--- src/rtl/div_unit_pkg.sv ---
// Shared types and op encodings for the RV32M iterative divider.
// Decodes the ALU function field into divider controls.
package div_unit_pkg;

  localparam int XLEN_DEF  = 32;
  localparam int CNT_W_DEF = 6;

  localparam logic [4:0] ALUFN_DIV  = 5'b10100;
  localparam logic [4:0] ALUFN_DIVU = 5'b10101;
  localparam logic [4:0] ALUFN_REM  = 5'b10110;
  localparam logic [4:0] ALUFN_REMU = 5'b10111;

  typedef enum logic [1:0] {
    ST_IDLE = 2'd0,
    ST_CALC = 2'd1,
    ST_DONE = 2'd2
  } state_t;

  typedef struct packed {
    logic is_rem;
    logic is_signed;
  } op_t;

  // All four divide codes share the 101xx prefix.
  function automatic logic is_div_op(input logic [4:0] fn);
    return fn[4:2] == 3'b101;
  endfunction

  function automatic op_t decode_op(input logic [4:0] fn);
    op_t op;
    op.is_rem    = fn[1];
    op.is_signed = ~fn[0];
    return op;
  endfunction

endpackage

--- src/rtl/div_unit_if.sv ---
// EX-stage handshake between the pipeline control and the divider.
// master = pipeline side, slave = divider.
interface div_unit_if #(parameter int XLEN = 32);
  logic            start;
  logic [4:0]      alufn;
  logic [XLEN-1:0] a;
  logic [XLEN-1:0] b;
  logic            flush;
  logic            stall;
  logic            done;
  logic [XLEN-1:0] result;

  modport master (output start, alufn, a, b, flush,
                  input  stall, done, result);
  modport slave  (input  start, alufn, a, b, flush,
                  output stall, done, result);
endinterface

--- src/rtl/div_unit.sv ---
// Iterative restoring divider for DIV/DIVU/REM/REMU: one quotient bit per cycle,
// signed ops run on magnitudes with a sign fixup folded into the final step.
module div_unit
  import div_unit_pkg::*;
#(
  parameter int XLEN  = XLEN_DEF,
  parameter int CNT_W = CNT_W_DEF
) (
  input logic       clk,
  input logic       rst,
  div_unit_if.slave bus
);

  state_t            state_q, state_d;
  logic [CNT_W-1:0]  cnt_q;
  logic [XLEN-1:0]   rem_q, quo_q, dvs_q, result_q;
  logic              rem_op_q, neg_quo_q, neg_rem_q;

  logic              accept_window, valid_op, accept, last_step;
  logic              div0, ovf, special;
  op_t               op_in;
  logic [XLEN-1:0]   rem_n, quo_n, q_fix, r_fix, fin_result, sp_result;

  localparam logic [XLEN-1:0] INT_MIN = {1'b1, {(XLEN-1){1'b0}}};

  function automatic logic [XLEN-1:0] mag(input logic [XLEN-1:0] v, input logic sgn);
    return (sgn && v[XLEN-1]) ? -v : v;
  endfunction

  // One restoring step on {rem, quo}; the shifted remainder needs one extra bit.
  function automatic logic [2*XLEN-1:0] div_step(input logic [XLEN-1:0] rem,
                                                 input logic [XLEN-1:0] quo,
                                                 input logic [XLEN-1:0] dvs);
    logic [XLEN:0] sh;
    logic [XLEN:0] diff;
    sh   = {rem, quo[XLEN-1]};
    diff = sh - {1'b0, dvs};
    if (diff[XLEN]) return {sh[XLEN-1:0], quo[XLEN-2:0], 1'b0};
    else            return {diff[XLEN-1:0], quo[XLEN-2:0], 1'b1};
  endfunction

  assign accept_window = (state_q == ST_IDLE) || (state_q == ST_DONE);
  assign valid_op      = bus.start && is_div_op(bus.alufn);
  assign op_in         = decode_op(bus.alufn);
  assign div0          = (bus.b == '0);
  assign ovf           = op_in.is_signed && (bus.a == INT_MIN) && (bus.b == '1);
  assign special       = div0 || ovf;
  assign accept        = accept_window && valid_op && !bus.flush;
  assign last_step     = (cnt_q == CNT_W'(XLEN-1));

  assign {rem_n, quo_n} = div_step(rem_q, quo_q, dvs_q);
  assign q_fix          = neg_quo_q ? -quo_n : quo_n;
  assign r_fix          = neg_rem_q ? -rem_n : rem_n;
  assign fin_result     = rem_op_q ? r_fix : q_fix;
  assign sp_result      = div0 ? (op_in.is_rem ? bus.a : '1)
                               : (op_in.is_rem ? '0 : INT_MIN);

  // NOTE: sequential state uses non-blocking assignments so every register
  // samples pre-edge values; blocking here would chain updates within one edge.
  always_ff @(posedge clk) begin
    if (rst) state_q <= ST_IDLE;
    else     state_q <= state_d;
  end

  // NOTE: state_d gets a default before the case so no path leaves it
  // unassigned, which would otherwise infer a latch.
  always_comb begin
    state_d = state_q;
    unique case (state_q)
      ST_IDLE, ST_DONE: begin
        if (accept)                  state_d = special ? ST_DONE : ST_CALC;
        else if (state_q == ST_DONE) state_d = ST_IDLE;
      end
      ST_CALC:  if (last_step) state_d = ST_DONE;
      default:  state_d = ST_IDLE;
    endcase
    if (bus.flush) state_d = ST_IDLE;
  end

  // NOTE: every datapath register is reset, including the iteration
  // registers, so a reset mid-division leaves no stale partial result.
  always_ff @(posedge clk) begin
    if (rst) begin
      cnt_q     <= '0;
      rem_q     <= '0;
      quo_q     <= '0;
      dvs_q     <= '0;
      result_q  <= '0;
      rem_op_q  <= 1'b0;
      neg_quo_q <= 1'b0;
      neg_rem_q <= 1'b0;
    end else if (bus.flush) begin
      cnt_q <= '0;
    end else if (accept) begin
      cnt_q     <= '0;
      rem_op_q  <= op_in.is_rem;
      neg_quo_q <= op_in.is_signed && (bus.a[XLEN-1] ^ bus.b[XLEN-1]);
      neg_rem_q <= op_in.is_signed && bus.a[XLEN-1];
      if (special) begin
        result_q <= sp_result;
      end else begin
        rem_q <= '0;
        quo_q <= mag(bus.a, op_in.is_signed);
        dvs_q <= mag(bus.b, op_in.is_signed);
      end
    end else if (state_q == ST_CALC) begin
      rem_q <= rem_n;
      quo_q <= quo_n;
      if (last_step) begin
        cnt_q    <= '0;
        result_q <= fin_result;
      end else begin
        cnt_q <= cnt_q + 1'b1;
      end
    end
  end

  assign bus.stall  = (state_q == ST_CALC) || (accept_window && valid_op && !special);
  assign bus.done   = (state_q == ST_DONE);
  assign bus.result = result_q;

endmodule

--- src/flat_wrapper.sv ---
// flat-port wrapper written by rule: the top's interface ports become plain ports
module div_unit_flat import div_unit_pkg::*;
#(
  parameter int XLEN  = XLEN_DEF,
  parameter int CNT_W = CNT_W_DEF
)
  (clk, rst, bus_start, bus_alufn, bus_a, bus_b, bus_flush, bus_stall, bus_done, bus_result);
  div_unit_if #(.XLEN(XLEN)) bus_i ();
  input logic clk;
  input logic rst;
  input wire logic [$bits(bus_i.start)-1:0] bus_start;
  input wire logic [$bits(bus_i.alufn)-1:0] bus_alufn;
  input wire logic [$bits(bus_i.a)-1:0] bus_a;
  input wire logic [$bits(bus_i.b)-1:0] bus_b;
  input wire logic [$bits(bus_i.flush)-1:0] bus_flush;
  output wire logic [$bits(bus_i.stall)-1:0] bus_stall;
  output wire logic [$bits(bus_i.done)-1:0] bus_done;
  output wire logic [$bits(bus_i.result)-1:0] bus_result;
  assign bus_i.start = bus_start;
  assign bus_i.alufn = bus_alufn;
  assign bus_i.a = bus_a;
  assign bus_i.b = bus_b;
  assign bus_i.flush = bus_flush;
  assign bus_stall = bus_i.stall;
  assign bus_done = bus_i.done;
  assign bus_result = bus_i.result;
  div_unit #(.XLEN(XLEN), .CNT_W(CNT_W)) u_core (.clk(clk), .rst(rst), .bus(bus_i));
endmodule
--- config.mk ---
export PLATFORM = sky130hd
export DESIGN_NAME = div_unit_flat
export DESIGN_NICKNAME = d
export VERILOG_FILES = /design/src/rtl/div_unit_pkg.sv /design/src/rtl/div_unit_if.sv /design/src/rtl/div_unit.sv /design/src/flat_wrapper.sv
export SDC_FILE = /design/constraint.sdc
export NUM_CORES = 1
export LEC_CHECK = 0
export CAP_MARGIN = 10
export CORE_UTILIZATION = 54
export DETAILED_ROUTE_END_ITERATION = 7
export GPL_TIMING_DRIVEN = 0
export MAX_ROUTING_LAYER = met4
export PLACE_DENSITY = 0.81
export SLEW_MARGIN = 0
export SYNTH_ARGS = -nofsm -noshare
export SYNTH_HDL_FRONTEND = slang
export SYNTH_SLANG_ARGS = --single-unit
--- constraint.sdc ---
create_clock -name clk -period 4.6 [get_ports clk]
set_input_delay 1.38 -clock clk [delete_from_list [all_inputs] [get_ports clk]]
set_output_delay 1.38 -clock clk [all_outputs]
set_load 0.03 [all_outputs]
; Yosys cells after proc, flatten, opt, wreduce, memory -nomap -nowiden
; Cells that the tools add are included.
; W data, S select, Z words.
[word_totals]
ff_bits = 139
in_bits = 73
out_inout_bits = 34
[classes]
add_sub_neg = 6
n_eq_ne = 10
muxes = 25
bitwise = 4
reduce_logical = 26
[op_table]
columns = operator, n
row1 = $mux W32, 18
row2 = $neg A32 Y32, 4
row3 = $eq A32 B32 Y1 const B, 2
row4 = $mux W64, 1
row5 = $sub A33 B32 Y33, 1
row6 = $logic_not A32 Y1, 1
row7 = $logic_and A1 B1 Y1, 9
row8 = $mux W2, 4
row9 = $add A6 B1 Y6 const B, 1
row10 = $eq A6 B5 Y1 const B, 1
row11 = $mux W6, 1
row12 = $reduce_and A3 Y1, 2
row13 = $ne A2 B2 Y1 const B, 2
row14 = $pmux W2 S2, 1
row15 = $reduce_and A2 Y1, 2
row16 = $reduce_and A4 Y1, 1
row17 = $reduce_bool A2 Y1, 2
row18 = $reduce_or A2 Y1, 2
row19 = $eq A3 B3 Y1 const B, 1
row20 = $logic_or A1 B1 Y1, 3
row21 = $ne A3 B2 Y1 const B, 1
row22 = $not A1 Y1, 3
row23 = $reduce_or A3 Y1, 1
row24 = $eq A2 B1 Y1 const B, 1
row25 = other kinds (5), 6

; Logic depth before layout (Yosys ltp)
[depth]
depth_word = 8
mapped_depth = 24
depth_no_buf = 21

; Worst setup path before layout
; OpenSTA, ideal clock, no wires.
[synth_timing]
path_type = input -> output
from = in bus_b[6]
to = out bus_stall
arrival_time_ns = 3.473
slack_ns = -0.253
cell_stages = 9
path_buffers = 1
cell_sequence = or4_4 > nor3_4 > and3_1 > buf_4 > or4b_4 > nor3b_4 > a31oi_2 > nand2_1 > nand2_1
[synth_between]
elab_chain_len = 6
elab_cells_between_ends = 7
[synth_lines]
columns = item, line
row1 = from (decl), flat_wrapper.sv:14  ; input wire logic [$bits(bus_i.b)-1:0] bus_b;
row2 = $eq A32 B32 Y1, div_unit.sv:46  ; assign ovf = op_in.is_signed && (bus.a == INT_MIN) && (bus.b == '1);
row3 = $logic_and A1 B1 Y1, div_unit.sv:46
row4 = $logic_or A1 B1 Y1 (*), div_unit.sv:47  ; assign special = div0 || ovf;
row5 = $logic_not A1 Y1 (*), div_unit.sv:118  ; assign bus.stall = (state_q == ST_CALC) || (accept_window && valid_op && !special);
row6 = $logic_and A1 B1 Y1 (*), div_unit.sv:118
row7 = $logic_or A1 B1 Y1 (*), div_unit.sv:118
row8 = to (decl), flat_wrapper.sv:16  ; output wire logic [$bits(bus_i.stall)-1:0] bus_stall;
; Mark *: on every way between the ends. The rest lies on a longest branch, timed or not.

; Worst setup path in the final report
[layout_timing]
from = in bus_b[7]
to = out bus_stall
; Same word-level chain as after synthesis.

==> impl_metrics.tcl <==
set metrics [dict create \
    synthMuxAreaShare_pct 3.48 \
    endpoint_kind "output port" \
    placed_area_um2 13000 \
    grt_first_pass_wirelength_um 70700 \
    multiInputGateArea_um2 8670 \
    clockPowerShare_pct 34.7 \
    powerDensity_nw_per_um2 277 \
    core_um2 21000 \
    crit_type "input port to output port" \
    clockRootBuffer "clkbuf_16" \
    fin_area_um2 14400 \
    drtPass1Iterations 6 \
    grt_use_total_pct 43.4 \
    synth_xor_area_share_pct 9.20 \
    yosys.area_share.simple_pct 25.8 \
    p_seq_share_pct 30.5 \
    ys_async_sr_fraction_pct 0 \
    synth.top_cell.area_share_pct 24.0 \
    synth_cell_type_count 92 \
    clk_pin_slew_worst_paths_ps 70 \
    worst-path-max-fanout 3 \
    synth_ff_type "dfxtp_1" \
    p_int_mw 2.52 \
    synth_seq_area_share_pct 24.0 \
    rsz0062_at_grt "yes" \
    drtAntennaViolNets 0 \
    slew_headroom_pct 40.0 \
    portBuffers 105 \
    insertedDiodeCount 0 \
    die_area_um2 22100 \
    area_growth_pct 24.2 \
    power.switching_mw 1.47 \
    synth-adder-area-share_pct 4.27 \
    maxSlewViolCount 0 \
    synth_area_leaders "dfxtp_1 (24%), nor2_1 (6.4%), nand2_1 (6.1%), a21oi_1 (6.0%), xnor2_1 (4.9%)" \
    post-synth-top-count-cell "nor2_1" \
    startpoint_type "input port" \
    synth_edf_count 0 \
    postCtsHoldBufs 0 \
    synth_area_um2 11600 \
    rows 53 \
    netlist_instances 1615 \
    synth_top_family_by_area "compound AO/OA/AOI/OAI gates" \
    tns_ps -859 \
    finalHoldViolations 0 \
    wirelength_um 46800 \
    clock_latency_ps 450 \
    post-route-period-util_pct 108 \
    finClkSkew_ps 21.3 \
    die_h_um 149 \
    drt-initial-drc-count 1677 \
    clkSinkCount 139 \
    num_vias 13800 \
    drc 0 \
    dp.final_hpwl_um 35500 \
    yosysTopAreaCell "dfxtp_1" \
    finalSetupViolations 4 \
    synth_compound_area_share_pct 28.0 \
    top_level_ports 107 \
    antenna_found_initial 0 \
    seq_area_um2 2790 \
    timing.final.ws_setup_ps -389 \
    cts_tree "built" \
    synth_fp_nets 1727 \
    die_w_um 149 \
    drv_cap 0 \
    syn_area_per_cell_um2 7.18 \
    worst_slew_pin_slew_ps 875 \
    ctsHtreeMaxLevel 4 \
    gp_congestion 1.01 \
    status "complete, but fails checks" \
    fmax_mhz 200 \
    final_util_pct 68.5 \
    pre_cts_ws_ps -1720 \
    drive_gt1_share_pct 11.5 \
    worst-endpoint-arrival_ps 3610 \
    grt_start_max_net_pins 19 \
    nets 1889 \
    max-vdd-ir-drop_v 0.000239 \
    p_comb_share_pct 34.8 \
    start_util_pct 55.2 \
    vias_per_cell 6.68 \
    nFillCells 1841 \
    leakage_nw 5.30 \
    synth_seq_cells 139 \
    clockBufferDepth 2 \
    synth_commonest_cells "nor2_1 (197), nand2_1 (188), a21oi_1 (140)" \
    hp-class "register to register" \
    switching_share_pct 36.8 \
    yosys_warnings 0 \
    fin_crit_ps 4990 \
    avgRoutedWirePerCell_um 22.7 \
    grt_pass1_vias 12400 \
    violations "setup timing" \
    numCtsBuffers 17 \
    cp.required_ps 3220 \
    grt_overflow 0 \
]
[repair_timing]
item                       in CTS  in global routing
pin swaps                      24                 33
buffers inserted               24                 19
setup endpoints to repair     125                 67
gates resized for setup       120                 60
[flip-flops by register name, summed over array words and instances, names as in the netlist]
name	count
u_core.bus.result	32
u_core.dvs_q	32
u_core.neg_quo_q	1
u_core.neg_rem_q	1
u_core.quo_q	32
u_core.rem_q	32
u_core.state_q	2
u_core.cnt_q	6
u_core.rem_op_q	1
[kinds of logic (layout without fill, tap and decap cells)]
family | Yosys count | count (layout)
adders and majority gates | 39 | 39
muxes | 39 | 39
DFF | 139 | 139
and+or+nand+nor | 629 | 629
buffers and inverters | 151 | 326
AOI/OAI and AO/OA | 497 | 497
xor gates and xnor gates | 121 | 121
[path summary, 6_finish.rpt]
kind                                         endpoint  depth (start not counted)  slack, ps                  start
worst max-delay path                        bus_stall                         10       -390               bus_b[7]
worst min-delay path            u_core.bus.result[14]                          2        450  u_core.bus.result[14]
worst max register to register  u_core.bus.result[30]                         22       -180       u_core.quo_q[31]
worst min register to register  u_core.bus.result[14]                          2        450  u_core.bus.result[14]
[power by group through the flow]
stage	Clock, mW	Combinational, mW	Sequential, mW
final	1.38	1.39	1.22
after global placement	0	1.12	1.24
after floorplan	0	0.729	1.24
after detailed placement	0	1.12	1.24
after global routing	1.43	1.44	1.22
after CTS	1.37	1.25	1.22
[critical path, stage by stage]
cell and delay, ps:
buf_8 100, or4_4 550, nor3_4 150, and3_4 210, or4b_4 490, nor3b_4 290, a31oi_4 110, nand2_2 130
nand2_4 40, buf_6 140
[layout make-up]
cell class | count | area share [%]
sequential | 139 | 19.4
tap | 275 | 2.39
buffer | 86 | 2.88
clock inverter | 13 | 0.921
inverter | 60 | 1.58
clock buffer | 19 | 3.08
timing repair buffer | 148 | 9.54
multi-input combinational | 1325 | 60.2
[through the flow]
step           instances  total power [mW]  hold slack, ps
6_report            2065              3.99             450
5_1_grt             2065              4.09             464
4_1_cts             2050              3.84             457
3_5_place_dp        1995              2.37             441
3_3_place_gp        1995              2.36             434
2_1_floorplan       1615              1.97             432
[cell usage in the layout, fill, tap and decap left out, types with 30 or more instances in the layout]
master	synthesis	layout
nand3_1	39	39
inv_1	59	52
nor3_1	47	42
o21ai_0	88	83
clkbuf_1	64	63
buf_4	2	42
ha_1	38	32
a31oi_1	31	30
a211oi_1	48	48
nor2_1	197	195
clkdlybuf4s50_1	0	79
dfxtp_1	139	135
o211ai_1	41	41
xnor2_1	65	62
a21oi_1	140	136
nand2_1	188	183
xor2_1	55	53
[layer usage]
layer	part of all wire (%)	vias to the layer above	track usage, %	routed length, um
met3	12	147	12.1	5520
met4	3.7	0	16.4	1720
met1	42	6562	57.8	19900
li1	-	6213	-	-
met2	42	875	61.6	19700
met5	0	-	-	0
Power figures use the tool's default switching activity.
